## src/rtl/aes_inv_round_sched.sv

```systemverilog
// Round scheduler for the shared AES inverse-cipher datapath: walks one tagged
// block through the 4*NUM_ROUNDS op sequence, one op_start/op_done handshake per op.
module aes_inv_round_sched #(
  parameter int NUM_ROUNDS = 10,
  parameter int TIMEOUT    = 15
) (
  input  logic       clk,
  input  logic       n_rst,
  input  logic       in_valid,
  input  logic [3:0] in_tag,
  output logic       in_ready,
  output logic       op_start,
  output logic [1:0] op_code,
  output logic [3:0] key_idx,
  input  logic       op_done,
  input  logic       abort,
  output logic       out_valid,
  output logic [3:0] out_tag,
  input  logic       out_ready,
  output logic       err,
  output logic       busy
);

  localparam int TW = $clog2(TIMEOUT + 1);

  localparam logic [1:0] OP_ADDKEY    = 2'd0;
  localparam logic [1:0] OP_INV_SHIFT = 2'd1;
  localparam logic [1:0] OP_INV_SUB   = 2'd2;
  localparam logic [1:0] OP_INV_MIX   = 2'd3;

  localparam logic [3:0]    KEY_FIRST  = 4'(NUM_ROUNDS);
  localparam logic [TW-1:0] TIMER_LAST = TW'(TIMEOUT - 1);

  typedef enum logic [2:0] {
    S_IDLE,
    S_ISSUE,
    S_WAIT,
    S_DONE,
    S_ERR
  } state_t;

  state_t        state_q, state_d;
  logic [1:0]    op_q, op_d;
  logic [3:0]    key_q, key_d;
  logic [3:0]    tag_q, tag_d;
  logic [TW-1:0] timer_q, timer_d;

  // The only ADDKEY carrying key NUM_ROUNDS is the opening whitening step,
  // which goes straight into InvShiftRows; every later ADDKEY is followed by InvMixColumns.
  function automatic logic [1:0] next_op(input logic [1:0] op, input logic [3:0] key);
    case (op)
      OP_ADDKEY:    next_op = (key == KEY_FIRST) ? OP_INV_SHIFT : OP_INV_MIX;
      OP_INV_SHIFT: next_op = OP_INV_SUB;
      OP_INV_SUB:   next_op = OP_ADDKEY;
      default:      next_op = OP_INV_SHIFT;
    endcase
  endfunction

  function automatic logic is_last_op(input logic [1:0] op, input logic [3:0] key);
    is_last_op = (op == OP_ADDKEY) && (key == 4'd0);
  endfunction

  always_ff @(posedge clk or negedge n_rst) begin
    if (!n_rst) begin
      state_q <= S_IDLE;
      op_q    <= OP_ADDKEY;
      key_q   <= 4'd0;
      tag_q   <= 4'd0;
      timer_q <= '0;
    end else begin
      state_q <= state_d;
      op_q    <= op_d;
      key_q   <= key_d;
      tag_q   <= tag_d;
      timer_q <= timer_d;
    end
  end

  always_comb begin
    state_d = state_q;
    op_d    = op_q;
    key_d   = key_q;
    tag_d   = tag_q;
    timer_d = timer_q;

    case (state_q)
      S_IDLE: begin
        if (in_valid && (in_tag != 4'd0)) begin
          tag_d   = in_tag;
          key_d   = KEY_FIRST;
          op_d    = OP_ADDKEY;
          state_d = S_ISSUE;
        end
      end
      S_ISSUE: begin
        timer_d = '0;
        state_d = S_WAIT;
      end
      S_WAIT: begin
        if (op_done) begin
          if (is_last_op(op_q, key_q)) begin
            state_d = S_DONE;
          end else begin
            op_d    = next_op(op_q, key_q);
            state_d = S_ISSUE;
            if (op_q == OP_ADDKEY) begin
              key_d = key_q - 4'd1;
            end
          end
        end else begin
          timer_d = timer_q + 1'b1;
          if (timer_q == TIMER_LAST) begin
            state_d = S_ERR;
          end
        end
      end
      S_DONE: begin
        if (out_ready) begin
          state_d = S_IDLE;
        end
      end
      S_ERR: begin
        state_d = S_IDLE;
      end
      default: begin
        state_d = S_IDLE;
      end
    endcase

    if (abort) begin
      state_d = S_IDLE;
      tag_d   = 4'd0;
    end
  end

  // Moore outputs; abort suppresses the pulses in the cycle it is seen.
  always_comb begin
    in_ready  = (state_q == S_IDLE);
    busy      = (state_q != S_IDLE);
    op_start  = (state_q == S_ISSUE) && !abort;
    out_valid = (state_q == S_DONE) && !abort;
    err       = (state_q == S_ERR) && !abort;
    out_tag   = (state_q == S_DONE) ? tag_q : 4'd0;
    op_code   = op_q;
    key_idx   = key_q;
  end

endmodule
```

## config.mk

```make
export PLATFORM = sky130hd
export DESIGN_NAME = aes_inv_round_sched
export DESIGN_NICKNAME = d
export VERILOG_FILES = /design/src/rtl/aes_inv_round_sched.sv
export SDC_FILE = /design/constraint.sdc
export NUM_CORES = 1
export LEC_CHECK = 0
export CAP_MARGIN = 40
export CORE_UTILIZATION = 49
export CTS_CLUSTER_SIZE = 25
export DETAILED_ROUTE_END_ITERATION = 10
export PLACE_DENSITY_LB_ADDON = 0.12
export SLEW_MARGIN = 10
export SYNTH_ARGS = -nofsm -noshare
export SYNTH_HDL_FRONTEND = slang
export SYNTH_SLANG_ARGS = --single-unit
```

## constraint.sdc

```tcl
create_clock -name clk -period 2.1 [get_ports clk]
set_input_delay 0.525 -clock clk [delete_from_list [all_inputs] [get_ports clk]]
set_output_delay 0.525 -clock clk [all_outputs]
set_load 0.05 [all_outputs]
```

# ---- Yosys cells after proc, flatten, opt, wreduce, memory -nomap -nowiden
# Cells that the tools add are included.
dict set report word_totals {
  romBits 0
  latchBits 0
  in_bits 10
  ramBits 0
  ff_bits 17
  mem_count 0
}
dict set report classes {
  magnitude_cmp 0
  div 0
  eq_ne 16
  multipliers 0
  n_bitwise 0
  n_mux 24
  n_addsub 2
  n_shift 0
  n_reduce_logical 20
}
# operator n
set op_table {}
lappend op_table {{two-way mux 4 bit} 9}
lappend op_table {{one-hot mux 4 bit (2 select lines)} 2}
lappend op_table {{two-way mux 3 bit} 5}
lappend op_table {{one-hot mux 3 bit (4 select lines)} 1}
lappend op_table {{two-way mux 2 bit} 5}
lappend op_table {{equality test 4 bit (second input constant)} 2}
lappend op_table {{inequality test 2 bit (second input constant)} 4}
lappend op_table {{nonzero test 2 bit} 4}
lappend op_table {{equality test 3 x 2 -> 1 bit (second input constant)} 2}
lappend op_table {{one-hot mux 2 bit (3 select lines)} 1}
lappend op_table {{logical AND 1 bit} 5}
lappend op_table {{AND reduction 5 bit} 1}
lappend op_table {{adder 4 x 1 -> 4 bit (second input constant)} 1}
lappend op_table {{logical NOT 4 bit} 1}
lappend op_table {{inequality test 4 bit (second input constant)} 1}
lappend op_table {{one-hot mux 2 bit (2 select lines)} 1}
lappend op_table {{AND reduction 2 bit} 2}
lappend op_table {{AND reduction 4 bit} 1}
lappend op_table {{nonzero test 4 bit} 1}
lappend op_table {{subtractor 4 x 1 -> 4 bit (second input constant)} 1}
lappend op_table {{equality test 3 x 1 -> 1 bit (second input constant)} 1}
lappend op_table {{equality test 3 bit (second input constant)} 1}
lappend op_table {{logical NOT 3 bit} 1}
lappend op_table {{inequality test 3 x 1 -> 1 bit (second input constant)} 1}
lappend op_table {{8 further kinds} 8}

# ---- Longest topological paths before layout
dict set report depth {
  depth_word 6
  depth_mapped 6
  ltp_nobuf 6
}

# ---- Worst setup path before layout
# Ideal clock, no wire load.
dict set report synth_path {
  kind {reg2out}
  startpoint {register state_q[1]}
  endpoint {output err}
  arrival_ns 2.381
  path_buffers 2
  setup_slack_ns -0.806
  path_stages_with_launch 4
  cell_sequence {dfrtp_1 -> clkbuf_1 -> clkbuf_1 -> nor4b_1}
}
dict set report synth_between {
  elab_chain_len 2
}
# item line
set synth_lines {}
lappend synth_lines {{from (decl)} 42} ;# state_t state_q, state_d;
lappend synth_lines {{from (signal assigned)} 71} ;# state_q <= state_d;
lappend synth_lines {{equality test 3 bit} 142} ;# err = (state_q == S_ERR) && !abort;
lappend synth_lines {{logical AND 1 bit} 142}
lappend synth_lines {{to (decl)} 20} ;# output logic err,
# No other way between the ends.

# ---- Final worst setup path
dict set report layout_path {
  startpoint {register state_q[0]}
  endpoint {output out_tag[1]}
}
dict set report layout_between {
  elab_chain_len 2
}
# item line
set layout_lines {}
lappend layout_lines {{equality test 3 x 2 -> 1 bit} 143} ;# out_tag = (state_q == S_DONE) ? tag_q : 4'd0;
lappend layout_lines {{two-way mux 4 bit} 143}
lappend layout_lines {{to (decl)} 18} ;# output logic [3:0] out_tag,
# No other way between the ends.

==> flow_summary.yaml <==
outcome:
  status: "complete, no violations"
grt:
  antenna_found_initial: 0
  grt_pass1_vias: 1045
  grt_usage_pct: 25.5
  grt_max_degree: 18
  grt_pass1_wl_mm: 4.62
  grt_overflow_total: 0
critical_path:
  cp.arrival_ns: 1.48
  critPathKind: "reg2out"
  crit_fanout: 13
  critical-path-top-delay-family: "simple AND/OR/NAND/NOR gates"
  path_cells: "buf_4, nand2_1, nor2_2, and2_1, buf_12"
  critPathLaunchType: "register"
  end_kind: "primary output"
  max_stage_delay_ns: 0.36
  crit_required_ns: 1.57
  slowest_stage: "dfrtp_1"
  crit_buf_inv: 2
yosys:
  synth_fa_ha_area_share_pct: 5.85
  synthDistinctLibCells: 41
  syn_area_um2: 1070
  async_reset_ff_share_pct: 100
  synth_edf_count: 0
  synthCells: 117
  yosysSeqAreaShare_pct: 39.8
  syn_nets: 132
  synthMuxAreaShare_pct: 3.75
  synth_top_family_by_area: "simple AND/OR/NAND/NOR gates"
  avgSynthCellArea_um2: 9.13
  synth-xor-area-share_pct: 0
  synth_compound_area_share_pct: 19.9
  synth-simple-area-share_pct: 23.5
  yosysWarnings: 0
  synth_seq_cells: 17
  synth_ff_type: "dfrtp_1"
sta:
  hold_ws_ns: 0.539
  tns_ns: 0
  clock_skew_ns: 0.00257
  setup_slack_ns: 0.0983
  hold_viol: 0
  min_period_ns: 2.00
  period_share_pct: 95.3
  slew_violations: 0
  slew_headroom_pct: 65.9
  rsz0062_at_grt: "false"
  fmax_ghz: 0.500
  worstMarginPinSlew_ns: 0.511
  setup_viol: 0
detailed_routing:
  first_pass_iters: 4
  drtIter0Drc: 32
  wl_per_cell_um: 15.4
  drcViolationCount: 0
  viasPerCell: 5.82
  detail-route-antenna-nets: 0
  drt-total-wl_mm: 2.70
  vias: 1019
die:
  die_w_um: 48.7
  std_cell_rows: 16
  io_pins: 25
  core_area_um2: 2000
  dieHeight_um: 48.7
  die-area_um2: 2370
  start_util_pct: 53.4
power_and_ir_drop:
  total_power_mw: 0.978
  p_leak_nw: 0.710
  vdd_drop_max_v: 0.000543
  pwr_density_cell_nw_per_um2: 634
place:
  place_ws_ns: -0.143
  dp.cells: 171
  portBuffers: 24
  gp_congestion: 0.875
  place_hpwl_mm: 2.01
  post_dp_cell_area_um2: 1490
finish:
  areaGrowthSynthToFinish_pct: 44.5
  nNetsFinal: 164
  antenna_cells: 0
  drive_above_1_share_pct: 23.0
  final_cells: 175
  final_area_um2: 1540
  fin_util_pct: 77.1
worst_hold_path:
  worstHoldPathType: "in2async"
cts:
  cts_sinks: 17
  tritoncts: "built"
  numCtsBuffers: 3
  cts_buffer_depth: 2
  clk-insertion-delay-late_ns: 0.30
  clk_pin_slew_ns: 0.10
  h-tree-depth: 1
  cts_root_buffer: "clkbuf_4"
flow_run:
  cap_viol_max_count: 0
==> repair_timing <==
item / CTS / global route
resized for setup: 1 / 7
buffers inserted: 0 / 0
pin swaps: 0 / 0
hold buffers: 0 / 0
endpoints found under the setup margin: 1 / 9
==> logic make-up (layout without fill, tap and decap cells) <==
kind of cell,Yosys count,count (layout)
AO/OA/AOI/OAI,30,30
adder cells (fa/ha/maj),5,5
buffers and inverters,18,49
flip-flops,17,17
multiplexers,4,4
AND/OR/NAND/NOR,43,43
==> layer usage <==
metal | wire (um) | share of wire, % | up-vias | GRT usage (%)
met4 | 24 | 0.89 | 0 | 9.31
met1 | 1140 | 42 | 499 | 30.6
li1 | - | - | 487 | -
met3 | 125 | 4.6 | 4 | 5.66
met5 | 0 | 0 | - | 0
met2 | 1410 | 52 | 29 | 44.2
==> layout make-up <==
class	count	area, um2
clock buffers	4	26.3
fillers	130	458
repair buffers	35	415
flip-flops and latches	17	427
multi-input cells	82	604
inverters	10	37.5
well taps	27	33.8
==> registers in the layout, indices dropped and copies added, names as in the netlist <==
signal and count:
key_idx 4, tag_q 4, state_q 3, timer_q 4, op_code 2
==> report_power, final <==
part | internal [mW] | switching (mW) | total, mW
Combinational | 0.167 | 0.232 | 0.399
Clock | 0.0741 | 0.105 | 0.179
Sequential | 0.359 | 0.0414 | 0.400
==> layout by cell type, fill, tap and decap left out, types with 3 or more instances in the layout <==
cell type / instances
ha_1: 5
clkbuf_4: 3
dlymetal6s2s_1: 4
a21oi_1: 5
buf_12: 9
buf_4: 14
and2_1: 4
nor3_1: 3
clkdlybuf4s50_1: 8
dfrtp_1: 16
nand2_1: 8
nand3_1: 3
o21ai_0: 7
nor2_1: 6
inv_1: 9
mux2i_1: 4
==> worst paths after layout <==
kind                       startpoint         end  slack, ns  depth (start not counted)
hold / removal                  n_rst  key_idx[3]       0.54                          2
hold reg to reg              tag_q[3]    tag_q[3]       0.55                          2
setup reg to reg           op_code[0]  key_idx[2]       0.25                          7
min in group clk             tag_q[3]    tag_q[3]       0.55                          2
setup / recovery           state_q[0]  out_tag[1]        0.1                          5
max in group asynchronous       n_rst  state_q[1]       1.35                          2
==> synth_stat cells, types with 2 or more instances <==
| cell type | instances | area, um2 |
|---|---|---|
| dfrtp_1 | 17 | 425 |
| inv_1 | 9 | 33.8 |
| nand2_1 | 8 | 30.0 |
| nor2_1 | 7 | 26.3 |
| o21ai_0 | 7 | 35.0 |
| clkbuf_1 | 6 | 22.5 |
| a21oi_1 | 5 | 25.0 |
| ha_1 | 5 | 62.6 |
| and2_1 | 4 | 25.0 |
| mux2i_1 | 4 | 40.0 |
| nor3_1 | 4 | 20.0 |
| nand3_1 | 3 | 15.0 |
| nor4_1 | 3 | 18.8 |
| nor4b_1 | 3 | 26.3 |
| a211oi_1 | 2 | 15.0 |
| a22o_1 | 2 | 17.5 |
| a22oi_1 | 2 | 15.0 |
| nand2b_1 | 2 | 12.5 |
| o31ai_1 | 2 | 15.0 |
Note: power is estimated with default switching activity, not from simulation.
